**config.mk**
```make
export PLATFORM = sky130hd
export DESIGN_NAME = mmul_loader
export DESIGN_NICKNAME = d
export VERILOG_FILES = /design/src/rtl/mmul_pkg.sv /design/src/rtl/mmul_word_unpacker.sv /design/src/rtl/mmul_loader.sv
export SDC_FILE = /design/constraint.sdc
export NUM_CORES = 1
export LEC_CHECK = 0
export CORE_UTILIZATION = 48
export CTS_CLUSTER_SIZE = 24
export DETAILED_ROUTE_END_ITERATION = 7
export PLACE_DENSITY = 0.89
export SETUP_SLACK_MARGIN = 0.1
export SLEW_MARGIN = 20
export SYNTH_ARGS = -nofsm -noshare
export SYNTH_HDL_FRONTEND = slang
export SYNTH_SLANG_ARGS = --single-unit
export TNS_END_PERCENT = 30
```
**constraint.sdc**
```tcl
create_clock -name i_clk -period 3.2 [get_ports i_clk]
set_input_delay 0.32 -clock i_clk [delete_from_list [all_inputs] [get_ports i_clk]]
set_output_delay 0.32 -clock i_clk [all_outputs]
set_load 0.02 [all_outputs]
```
**src/rtl/mmul_pkg.sv**
```systemverilog
// mmul_pkg: shared state encoding and width helpers for the matrix-vector multiplier front end
package mmul_pkg;

    typedef enum logic [2:0] {IDLE, READ, WAIT_DATA, PUSH, DONE} loader_state_t;

    function automatic int cnt_width(input int n);
        return (n > 1) ? $clog2(n) : 1;
    endfunction

endpackage

```
**src/rtl/mmul_word_unpacker.sv**
```systemverilog
// mmul_word_unpacker: holds one memory word and serves its elements LSB-first
module mmul_word_unpacker
    import mmul_pkg::*;
#(
    parameter int DATA_WIDTH = 8,
    parameter int N          = 8,
    parameter int N_WIDTH    = cnt_width(N)
) (
    input  logic                    i_clk,
    input  logic                    i_rst_n,
    input  logic                    i_clr,
    input  logic                    i_load,
    input  logic [DATA_WIDTH*N-1:0] i_word,
    input  logic                    i_advance,
    output logic [DATA_WIDTH-1:0]   o_elem,
    output logic                    o_last
);

    logic [DATA_WIDTH*N-1:0] word_buf;
    logic [N_WIDTH-1:0]      elem_idx;

    always_ff @(posedge i_clk or negedge i_rst_n) begin
        if (!i_rst_n) begin
            word_buf <= '0;
            elem_idx <= '0;
        end else if (i_clr) begin
            elem_idx <= '0;
        end else if (i_load) begin
            word_buf <= i_word;
            elem_idx <= '0;
        end else if (i_advance) begin
            elem_idx <= o_last ? '0 : elem_idx + N_WIDTH'(1);
        end
    end

    assign o_elem = word_buf[elem_idx*DATA_WIDTH +: DATA_WIDTH];
    assign o_last = elem_idx == N_WIDTH'(N - 1);

endmodule

```
**src/rtl/mmul_loader.sv**
```systemverilog
// mmul_loader: fetches matrix A rows and vector B over Avalon-MM and steers their elements into the FIFOs
module mmul_loader
    import mmul_pkg::*;
#(
    parameter int DATA_WIDTH = 8,
    parameter int N          = 8,
    parameter int M          = 8,
    parameter int ADDR_WIDTH = 32,
    parameter int N_WIDTH    = cnt_width(N),
    parameter int W_WIDTH    = cnt_width(M + 1)
) (
    input  logic                         i_clk,
    input  logic                         i_rst_n,
    input  logic                         i_start,
    input  logic                         i_clr,
    input  logic [ADDR_WIDTH-1:0]        i_base_addr,
    output logic                         o_busy,
    output logic                         o_done,
    output logic [ADDR_WIDTH-1:0]        o_mem_addr,
    output logic                         o_mem_read,
    input  logic [DATA_WIDTH*N-1:0]      i_mem_readdata,
    input  logic                         i_mem_readdatavalid,
    input  logic                         i_mem_waitrequest,
    output logic [M-1:0][DATA_WIDTH-1:0] o_a,
    output logic [M-1:0]                 o_a_valid,
    input  logic [M-1:0]                 i_a_full,
    output logic [DATA_WIDTH-1:0]        o_b,
    output logic                         o_b_valid,
    input  logic                         i_b_full
);

    loader_state_t           state;
    logic [ADDR_WIDTH-1:0]   base;
    logic [W_WIDTH-1:0]      word_idx;
    logic [M:0]              full_all;
    logic [M:0]              vld_all;
    logic                    push;
    logic                    load;
    logic                    last;
    logic [DATA_WIDTH-1:0]   elem;

    // word index M selects the B FIFO, so both full and valid are indexed as one M+1 vector
    assign full_all  = {i_b_full, i_a_full};
    assign push      = (state == PUSH) && !full_all[word_idx] && !i_clr;
    assign vld_all   = push ? (M + 1)'(1) << word_idx : '0;
    assign o_a_valid = vld_all[M-1:0];
    assign o_b_valid = vld_all[M];
    assign o_a       = {M{elem}};
    assign o_b       = elem;
    assign load      = (state == WAIT_DATA) && i_mem_readdatavalid && !i_clr;

    mmul_word_unpacker #(
        .DATA_WIDTH(DATA_WIDTH),
        .N         (N),
        .N_WIDTH   (N_WIDTH)
    ) u_unpacker (
        .i_clk    (i_clk),
        .i_rst_n  (i_rst_n),
        .i_clr    (i_clr),
        .i_load   (load),
        .i_word   (i_mem_readdata),
        .i_advance(push),
        .o_elem   (elem),
        .o_last   (last)
    );

    always_ff @(posedge i_clk or negedge i_rst_n) begin
        if (!i_rst_n) begin
            state      <= IDLE;
            base       <= '0;
            word_idx   <= '0;
            o_busy     <= 1'b0;
            o_done     <= 1'b0;
            o_mem_read <= 1'b0;
            o_mem_addr <= '0;
        end else begin
            o_done <= 1'b0;
            if (i_clr) begin
                state      <= IDLE;
                word_idx   <= '0;
                o_busy     <= 1'b0;
                o_mem_read <= 1'b0;
            end else begin
                case (state)
                    IDLE: if (i_start) begin
                        state      <= READ;
                        base       <= i_base_addr;
                        word_idx   <= '0;
                        o_busy     <= 1'b1;
                        o_mem_read <= 1'b1;
                        o_mem_addr <= i_base_addr;
                    end
                    READ: if (!i_mem_waitrequest) begin
                        state      <= WAIT_DATA;
                        o_mem_read <= 1'b0;
                    end
                    WAIT_DATA: if (i_mem_readdatavalid) state <= PUSH;
                    PUSH: if (push && last) begin
                        if (word_idx == W_WIDTH'(M)) begin
                            state  <= DONE;
                            o_busy <= 1'b0;
                            o_done <= 1'b1;
                        end else begin
                            state      <= READ;
                            word_idx   <= word_idx + W_WIDTH'(1);
                            o_mem_read <= 1'b1;
                            o_mem_addr <= base + ADDR_WIDTH'(word_idx) + ADDR_WIDTH'(1);
                        end
                    end
                    DONE:    state <= IDLE;
                    default: state <= IDLE;
                endcase
            end
        end
    end

endmodule
```
==> results of run 1 <==
==> stage by stage <==
step / std cells / power [W]
floorplan: 667 / 0.004531
global placement: 1019 / 0.005356
detailed placement: 1019 / 0.005471
CTS: 1051 / 0.007598
global route: 1051 / 0.007902
finish: 1051 / 0.007550
==> tightest hold or removal path, cell delays in order <==
cell             delay [ns]
clkdlybuf4s50_1        0.39
nand2_1                0.08
o21ai_1                0.06
==> worst max path at each step <==
stage               cells after the start      endpoint              startpoint
CTS                                     7  o_a_valid[2]             word_idx[0]
detailed placement                      8  o_a_valid[0]             i_a_full[7]
finish                                  7  o_a_valid[3]             word_idx[0]
global placement                        8  o_a_valid[0]             i_a_full[7]
floorplan                               5       o_a[10]  u_unpacker.elem_idx[0]
global route                            7  o_a_valid[5]             word_idx[0]
==> layout make-up <==
cell class / instances / share of cell area [%]
Multi-Input combinational cell: 412 / 34.42
Clock buffer: 23 / 4.754
Timing Repair Buffer: 239 / 22.87
Tap cell: 216 / 2.580
Sequential cell: 141 / 33.70
Inverter: 12 / 0.4300
Clock inverter: 8 / 1.242
==> timing repair <==
action                     CTS  global route
hold endpoints to repair    28             0
hold buffers                 1             0
resized for setup            5             4
setup endpoints to repair    9            15
==> power breakdown <==
group	switching, W	internal, W	total (W)
sequential	0.000360	0.00230	0.00266
combinational	0.00127	0.00152	0.00279
clock	0.000764	0.00133	0.00209
==> state kept, by name, indices dropped and copies added (netlist names) <==
| name | flops |
|---|---|
| base | 32 |
| o_busy | 1 |
| o_done | 1 |
| o_mem_addr | 32 |
| o_mem_read | 1 |
| state | 3 |
| u_unpacker.elem_idx | 3 |
| u_unpacker.word_buf | 64 |
| word_idx | 4 |
==> per-layer routing <==
| metal | vias up | track usage, % |
|---|---|---|
| met4 | 0 | 10.81 |
| met1 | 2827 | 28.09 |
| met3 | 31 | 5.491 |
| met2 | 212 | 38.60 |
| li1 | 2635 | - |
| met5 | - | 0 |
==> layout by cell type (no fill, tap or decap), drive strengths merged, types with 3 or more instances in the layout <==
cell type        n
mux2i            4
o22ai            3
nand2           49
clkinvlp         3
nor2            27
ha              12
nand3b           3
o211ai           3
dlymetal6s2s     4
nand3           12
a21oi            8
o21ai           36
a211o            4
mux4            17
nor3            10
o21a             5
nand4            6
xnor2            5
and3             7
clkdlybuf4s50  219
bufinv           3
nand2b           3
o31ai            4
a31oi            5
inv             13
dfrtp          141
xor2            17
mux2           134
and4             6
or4              3
buf             13
and2             5
clkbuf          23
==> cell families (layout without fill, tap and decap cells) <==
family                   after synthesis  after routing  share of synthesized area, %
multiplexers                         155            155                         25.36
XOR/XNOR                              22             22                         2.463
buffers and inverters                114            282                         9.052
AO/OA/AOI/OAI                         80             80                         6.429
adder cells (fa/ha/maj)               13             13                         2.175
AND/OR/NAND/NOR                      142            142                         9.420
flip-flops                           141            141                         45.10
==> flow_metrics.py, run 1 <==
metrics = {
    "status": {
        "status": "finished clean",
    },
    "sta": {
        "rsz0062_at_grt": "yes",
        "worst_hold_slack_ns": 0.4752,
        "clock-skew-final_ns": 0.009096,
        "drv_slew": 0,
        "tightest_slew_ns": 1.093,
        "fin_crit_ns": 3.065,
        "max_freq_mhz": 326.3,
        "fin_crit_sh_pct": 95.78,
        "relSlewSlack_pct": 27.13,
        "hold_violations": 0,
        "layout_setup_ws_ns": 0.1351,
        "finalSetupTns_ns": 0,
        "setup_violations": 0,
    },
    "worst_setup_path": {
        "startpoint_type": "register",
        "r2r_end": "o_mem_addr[6]",
        "reg2regPathDepth": 5,
        "cp_max_fo": 5,
        "crit_path_end_kind": "output pin",
        "r2r-start": "u_unpacker.elem_idx[2]",
        "path_class": "reg2out",
        "cp.required_ns": 2.88,
        "cp_top_family": "buffers and inverters",
        "crit_slowest_cell": "clkdlybuf4s50_1",
        "r2r_setup_slack_ns": 0.45,
        "path_buf_inv": 2,
        "cpPeakStageDelay_ns": 0.62,
        "worstPathCellList": "mux4_2, nand2b_1, nand2_1, a21oi_4, buf_4, and3_1, clkdlybuf4s50_1",
        "crit_arrival_ns": 2.74,
    },
    "clock_network": {
        "cts_tree": "done",
        "cts_buffers": 17,
        "cts.sinks": 141,
        "cts_setup_buffers": 0,
        "clock_latency_ns": 0.42,
        "cts_root_buf": "clkbuf_16",
        "clockBufferDepth": 2,
        "htreeDepth": 4,
        "clkTransAtPathRegs_ns": 0.06,
    },
    "synth": {
        "synth_common_cells": "dfrtp_1, mux2_2, buf_4",
        "synth-seq-cells": 141,
        "synth.avg_cell_area_um2": 11.73,
        "yosys_warnings": 0,
        "synth.net_count": 791,
        "synth.most_common_cell": "dfrtp_1",
        "netlist_top_cells_area": "dfrtp_1, mux2_2, buf_4",
        "synth-edff-count": 0,
        "seq_area_frac_synth_pct": 45.10,
        "synth_top_area_share_pct": 45.10,
        "yosysTopAreaCell": "dfrtp_1",
        "yosysUniqueCellTypes": 61,
        "synth_cells": 667,
        "syn_area_um2": 7824,
        "synthArstFlopShare_pct": 100.0,
        "yosys_most_used_dff": "dfrtp_1",
    },
    "die": {
        "die_h_um": 129.7,
        "core_um2": 15890,
        "dieArea_um2": 16810,
        "die_w_um": 129.7,
        "initial_core_util_pct": 49.25,
        "fp-row-count": 46,
        "ios": 227,
    },
    "grt": {
        "grt_pass1_wl_um": 29270,
        "grt_max_degree": 86,
        "grt_pass1_vias": 5667,
        "grt-ovfl-total": 0,
        "antenna_found_initial": 0,
        "track_usage_pct": 23.04,
    },
    "routing": {
        "wl_met2_um": 9573,
        "drt_pass1_iterations": 5,
        "met1_length_um": 7797,
        "drc": 0,
        "drt_wl_total_um": 18970,
        "ant_nets": 0,
        "via_count": 5705,
        "dr_wl_met3_um": 1163,
        "initialDrtViolationCount": 321,
        "routed.top_layer": "met4",
        "drt-vias-per-instance": 5.428,
        "wire_per_inst_um": 18.05,
    },
    "worst_hold_path": {
        "hp-start": "i_base_addr[25]",
        "worstHoldPathType": "in2reg",
        "whs_path_depth": 3,
        "whs_endpoint": "base[25]",
    },
    "cells_and_area": {
        "drive_gt1_share_pct": 23.59,
        "multiInputGateArea_um2": 3606,
        "finalCoreUtilization_pct": 65.94,
        "regArea_um2": 3530,
        "area_growth_pct": 33.89,
        "antenna_cells": 0,
        "fin_area_um2": 10480,
        "fin_nets": 947,
        "nFillCells": 1161,
    },
    "power": {
        "p_leak_nw": 4.400,
        "vdd_drop_max_mv": 0.4219,
        "power.density_nw_per_um2": 720.8,
    },
    "placement": {
        "dp_slack_ns": 0.1012,
        "place_area_um2": 9817,
        "io_buffers": 226,
        "dp_hpwl_um": 13430,
        "gp_congestion": 0.8531,
    },
    "job": {
        "drv_cap": 0,
    },
}
No activity file was read; power rests on OpenSTA's default activity.
==> run 2, diff against run 1 <==
--- a/config.mk
+++ b/config.mk
@@ -5,7 +5,8 @@
 export SDC_FILE = /design/constraint.sdc
 export NUM_CORES = 1
 export LEC_CHECK = 0
-export CORE_UTILIZATION = 48
+export ABC_AREA = 1
+export CORE_UTILIZATION = 49
 export CTS_CLUSTER_SIZE = 24
 export DETAILED_ROUTE_END_ITERATION = 7
 export PLACE_DENSITY = 0.89
==> run 2 against run 1 <==
Net effect:
- count of clock-buffer cells in the layout unchanged
- clock power decreased by 5%
- critical path depth unchanged
- worst setup slack improved by 0.038 ns
- clock skew increased by 0.0034 ns
- maximum frequency increased by 1.2%
- sequential cell count unchanged
- first-iteration DRC count increased by 30%
- sequential share of layout area decreased by 1.1 points
- core utilization increased by 1.6 points
- non-clock buffer count increased by 8
- cell count increased by 35%
- critical path type unchanged
- largest cell class unchanged
==> flow_metrics.py, run 2 <==
metrics = {
    "worst_setup_path": {
        "cp_max_fo": 19,
        "crit_path_end_kind": "output pin",
        "startpoint_type": "register",
        "path_class": "reg2out",
        "cpPeakStageDelay_ns": 0.70,
        "path_buf_inv": 3,
        "crit_arrival_ns": 2.71,
        "cp.required_ns": 2.88,
        "worstPathCellList": "inv_1, buf_4, nor2_1, o22ai_1, nor2_1, a31oi_2, clkdlybuf4s50_1",
        "critPathMostFrequentCell": "nor2_1",
        "cp_top_family": "buffers and inverters",
        "crit_slowest_cell": "clkdlybuf4s50_1",
    },
    "die": {
        "die_h_um": 131.1,
        "ios": 227,
        "die_w_um": 131.1,
        "dieArea_um2": 17170,
        "core_um2": 16060,
        "initial_core_util_pct": 50.82,
        "fp-row-count": 46,
    },
    "routing": {
        "drt-vias-per-instance": 5.271,
        "drc": 0,
        "drt_wl_total_um": 22940,
        "drt_pass1_iterations": 5,
        "ant_nets": 0,
        "via_count": 7496,
        "wire_per_inst_um": 16.13,
        "initialDrtViolationCount": 416,
    },
    "cells_and_area": {
        "nFillCells": 1239,
        "reg.largest.list": "u_unpacker.word_buf x64, base x32, o_mem_addr x32",
        "drive_gt1_share_pct": 11.11,
        "area_growth_pct": 32.92,
        "fin_nets": 1317,
        "finalCoreUtilization_pct": 67.55,
        "regMostFlops": "u_unpacker.word_buf",
        "final_common_cell": "nand2_1",
        "antenna_cells": 0,
        "largest_reg_flops": 64,
        "final_cell_mix": "nand2_1, clkdlybuf4s50_1, nor2_1",
    },
    "clock_network": {
        "clkTransAtPathRegs_ns": 0.06,
        "clock_latency_ns": 0.42,
        "cts_tree": "done",
        "cts_buffers": 17,
        "htreeDepth": 4,
        "clockBufferDepth": 2,
        "cts_root_buf": "clkbuf_16",
        "cts.sinks": 141,
    },
    "synth": {
        "yosys_most_used_dff": "dfrtp_1",
        "synth.most_common_cell": "nand2_1",
        "synth-edff-count": 0,
        "yosys_warnings": 0,
        "synthArstFlopShare_pct": 100.0,
        "syn_area_um2": 8160,
        "synth_top_area_share_pct": 43.24,
        "synth.avg_cell_area_um2": 7.915,
        "netlist_top_cells_area": "dfrtp_1, nand2_1, mux2_2",
        "yosysUniqueCellTypes": 31,
        "synth-seq-cells": 141,
        "yosysTopAreaCell": "dfrtp_1",
        "synth_common_cells": "nand2_1, nor2_1, dfrtp_1",
        "synth.net_count": 1155,
        "synth_cells": 1031,
        "seq_area_frac_synth_pct": 43.24,
    },
    "grt": {
        "track_usage_pct": 27.40,
        "grt-ovfl-total": 0,
        "grt_pass1_vias": 7336,
        "grt_pass1_wl_um": 35730,
        "grt_max_degree": 80,
        "antenna_found_initial": 1,
    },
    "placement": {
        "dp_slack_ns": 0.4003,
        "gp_congestion": 0.9343,
        "dp_hpwl_um": 16690,
        "io_buffers": 226,
    },
    "status": {
        "status": "finished clean",
    },
    "sta": {
        "relSlewSlack_pct": 28.06,
        "clock-skew-final_ns": 0.01248,
        "setup_violations": 0,
        "fin_crit_sh_pct": 94.60,
        "fin_crit_ns": 3.027,
        "rsz0062_at_grt": "yes",
        "hold_violations": 0,
        "finalSetupTns_ns": 0,
        "tightest_slew_ns": 1.073,
        "max_freq_mhz": 330.3,
        "layout_setup_ws_ns": 0.1728,
        "drv_slew": 0,
    },
    "power": {
        "power.density_nw_per_um2": 942.1,
        "vdd_drop_max_mv": 0.6314,
        "p_leak_nw": 4.984,
    },
    "worst_hold_path": {
        "worstHoldPathType": "reg2reg",
    },
    "job": {
        "drv_cap": 0,
    },
}
==> run 2: changes by cell type after synthesis, moves of 28 or more <==
cell,previous run,this run
inv_1,12,76
nor2_1,26,143
nand2_1,49,282
mux2_2,112,64
o21ai_0,30,81
nand3_1,11,39
==> run 2: layer usage <==
layer  GRT usage [%]  share of wire (%)
met1           30.38                 39
met2           49.36                 51
met3           6.534                6.9
met4           13.12                3.5
met5               0                  0
==> run 2: path summary, 6_finish.rpt <==
check	from	to	slack, ns	depth (start not counted)
max reg2reg	state[0]	o_mem_addr[15]	0.52	10
max in group asynchronous	i_rst_n	o_mem_addr[24]	1.86	3
min in group asynchronous	i_rst_n	u_unpacker.word_buf[27]	0.51	2
min reg2reg	state[1]	state[1]	0.47	2
max	u_unpacker.elem_idx[0]	o_a[31]	0.17	7
min	state[1]	state[1]	0.47	2
==> run 2: stage by stage <==
step | total power [W] | cells | hold slack [ns] | instance area (µm²)
floorplan | 0.006549 | 1031 | 0.02441 | 8160
global placement | 0.008050 | 1389 | 0.4097 | 10200
detailed placement | 0.008213 | 1389 | 0.4096 | 10200
CTS | 0.01025 | 1422 | 0.4755 | 10820
global route | 0.01088 | 1422 | 0.5025 | 10850
finish | 0.01022 | 1422 | 0.4682 | 10850
==> run 2: power breakdown <==
group,internal [W],leakage (nW),switching [W]
combinational,0.00233,2.96,0.00269
clock,0.00121,0.283,0.000769
sequential,0.00261,1.74,0.000610
total,0.00615,4.98,0.00407
==> run 2: final cells by class <==
cell class                 count  area, µm²  share of cell area, %
clock buffer                  23      478.0                  4.406
clock inverter                 9      111.4                  1.027
inverter                      80      304.0                  2.803
multi-input combinational    706       3716                  34.26
sequential                   141       3531                  32.55
tap                          216      270.3                  2.492
timing repair buffer         247       2436                  22.46
==> run 2: what timing repair did <==
action,CTS,global route
setup endpoints to repair,35,40
hold endpoints to repair,76,0
hold buffers,1,0
buffers inserted,0,0
gates cloned,0,0
resized for setup,5,6
==> run 2: kinds of logic (layout without fill, tap and decap cells) <==
kind of cell	after synthesis	after routing	share of synthesized area [%]
xor gates and xnor gates	11	11	1.181
adders and majority gates	13	13	2.085
muxes	64	64	8.832
and+or+nand+nor	496	496	24.70
buffers and inverters	184	359	11.88
DFF	141	141	43.24
AOI/OAI and AO/OA	122	122	8.080
==> run 2: worst register-to-register path, stage by stage (launching register included) <==
cell      delay [ns]
dfrtp_1         0.41
inv_2           0.06
nor3_4          0.20
buf_4           0.46
inv_2           0.08
nand2_1         0.10
nand2_1         0.09
nor2_1          0.13
a21boi_2        0.84
nand2_1         0.15
nand2_1         0.11
==> run 3, diff against run 2 <==
==> constraint.sdc (replaced) <==
create_clock -name i_clk -period 3.2 [get_ports i_clk]
set_input_delay 0.32 -clock i_clk [delete_from_list [all_inputs] [get_ports i_clk]]
set_output_delay 0.32 -clock i_clk [all_outputs]
set_load 0.1 [all_outputs]
==> run 3 against run 2 <==
Net effect:
- via count is 4.8% higher
- cell count hardly changed
- first-iteration DRC count is 73% higher
- maximum frequency is 5.0% higher
- critical path depth is 1 higher
- clock skew is 0.0039 ns lower
- non-clock buffer count is 1 higher
- register-to-register slack better by 0.02 ns
- worst setup slack better by 0.14 ns
- die area stayed put
- critical path type unchanged
- highest routed layer unchanged
==> flow_metrics.py, run 3 (synthesis gave the netlist of run 2 again) <==
metrics = {
    "routing": {
        "wire_per_inst_um": 18.77,
        "drt-vias-per-instance": 5.520,
        "ant_nets": 0,
        "drt_wl_total_um": 26710,
        "drc": 0,
        "drt_pass1_iterations": 6,
        "initialDrtViolationCount": 719,
        "via_count": 7855,
    },
    "sta": {
        "drv_slew": 0,
        "setup_violations": 0,
        "fin_crit_sh_pct": 90.11,
        "hold_violations": 0,
        "relSlewSlack_pct": 29.88,
        "layout_setup_ws_ns": 0.3164,
        "tightest_slew_ns": 1.048,
        "rsz0062_at_grt": "no",
        "max_freq_mhz": 346.8,
        "clock-skew-final_ns": 0.008569,
        "fin_crit_ns": 2.884,
    },
    "worst_setup_path": {
        "path_class": "reg2out",
        "cp_max_fo": 20,
        "crit_slowest_cell": "dfrtp_1",
        "r2r_end": "o_mem_addr[14]",
        "reg2regPathDepth": 12,
        "cp.required_ns": 2.88,
        "r2r-start": "word_idx[0]",
        "r2r_setup_slack_ns": 0.54,
        "cp_top_family": "buffers and inverters",
        "cpPeakStageDelay_ns": 0.38,
        "path_buf_inv": 4,
        "worstPathCellList": "inv_1, buf_4, o21ai_0, o22ai_1, nor2_1, a31oi_1, buf_4, buf_12",
        "critPathMostFrequentCell": "buf_4",
        "crit_path_end_kind": "output pin",
        "crit_arrival_ns": 2.56,
        "startpoint_type": "register",
    },
    "grt": {
        "grt-ovfl-total": 0,
        "antenna_found_initial": 0,
        "grt_max_degree": 75,
        "grt_pass1_vias": 7649,
        "track_usage_pct": 32.08,
        "grt_pass1_wl_um": 41010,
    },
    "clock_network": {
        "clockBufferDepth": 2,
        "cts_buffers": 17,
        "cts_root_buf": "clkbuf_16",
        "cts_tree": "done",
        "clock_latency_ns": 0.42,
        "clkTransAtPathRegs_ns": 0.06,
        "htreeDepth": 4,
        "cts.sinks": 141,
        "cts_setup_buffers": 0,
    },
    "cells_and_area": {
        "final_common_cell": "nand2_1",
        "regArea_um2": 3528,
        "multiInputGateArea_um2": 3712,
        "fin_cells": 1423,
        "regMostFlops": "u_unpacker.word_buf",
        "nFillCells": 1049,
        "antenna_cells": 0,
        "reg.largest.list": "u_unpacker.word_buf x64, base x32, o_mem_addr x32",
        "area_growth_pct": 44.40,
        "largest_reg_flops": 64,
        "final_cell_mix": "nand2_1, nor2_1, clkdlybuf4s50_1",
        "drive_gt1_share_pct": 18.06,
        "fin_nets": 1318,
    },
    "die": {
        "die_w_um": 131.1,
        "ios": 227,
        "fp-row-count": 46,
        "dieArea_um2": 17170,
        "initial_core_util_pct": 50.82,
        "die_h_um": 131.1,
        "core_um2": 16060,
    },
    "placement": {
        "dp_slack_ns": 0.6535,
        "io_buffers": 226,
        "dp_hpwl_um": 19000,
        "placedCellCount": 1390,
        "gp_congestion": 1.012,
    },
    "job": {
        "drv_cap": 0,
    },
    "worst_hold_path": {
        "whs_path_depth": 3,
        "whs_endpoint": "base[19]",
        "hp-start": "i_base_addr[19]",
        "worstHoldPathType": "in2reg",
    },
    "status": {
        "status": "finished clean",
    },
}
## run 3: cell count changes in the layout (fill, tap and decap cells not counted), moves of 3 or more
| cell | change |
|---|---|
| clkinvlp_4 | -3 |
| bufinv_16 | +6 |
| clkdlybuf4s50_1 | -83 |
| a31oi_2 | +5 |
| a31oi_1 | -3 |
| buf_12 | +82 |
## run 3: worst max path at each step
stage / start / endpoint / slack [ns] / cells after the start
after CTS: word_idx[0] / o_a_valid[5] / 0.27 / 10
final: u_unpacker.elem_idx[0] / o_b[6] / 0.32 / 8
after global routing: word_idx[0] / o_a_valid[5] / 0.18 / 10
after floorplan: u_unpacker.elem_idx[0] / o_a[14] / -0.71 / 7
after global placement: i_a_full[5] / o_a_valid[4] / 0.66 / 11
after detailed placement: i_a_full[5] / o_a_valid[5] / 0.65 / 11
## run 3: layout make-up
cell class	instances	area share, %
clock inverter	12	2.240
multi-input combinational	706	31.50
sequential	141	29.94
tap	216	2.293
inverter	80	2.548
clock buffer	20	3.791
timing repair buffer	248	27.68
## run 3: metrics by stage
| step | area [µm²] | hold WS, ns | utilization, % | TNS (ns) |
|---|---|---|---|---|
| 2_1_floorplan | 8198 | 0.02441 | - | -11.90 |
| 3_3_place_gp | 11060 | 0.3852 | 68.88 | 0 |
| 3_5_place_dp | 11060 | 0.3771 | 68.88 | 0 |
| 4_1_cts | 11780 | 0.4612 | 73.37 | 0 |
| 5_1_grt | 11780 | 0.4777 | 73.38 | 0 |
| 6_report | 11780 | 0.4694 | 73.38 | 0 |
## run 3: metal layers
layer | routed length, µm | vias to the layer above | GRT usage, %
met5 | 0 | - | 0
met4 | 1254 | 0 | 15.75
met3 | 2556 | 108 | 9.050
met2 | 13430 | 493 | 55.24
met1 | 9466 | 3673 | 36.68
li1 | - | 3581 | -
## run 3: repair_timing
action	CTS	global route
endpoints found under the hold margin	73	0
hold buffers	1	0
gates resized for setup	0	1
endpoints found under the setup margin	0	8
## run 3: worst min-delay path, cell delays in order
cell,delay (ns)
clkdlybuf4s50_1,0.39
inv_1,0.06
o21ai_0,0.07
Power of run 3 is not shown: default switching activity piles up to over one toggle a cycle in this logic, so the estimate is an artifact.
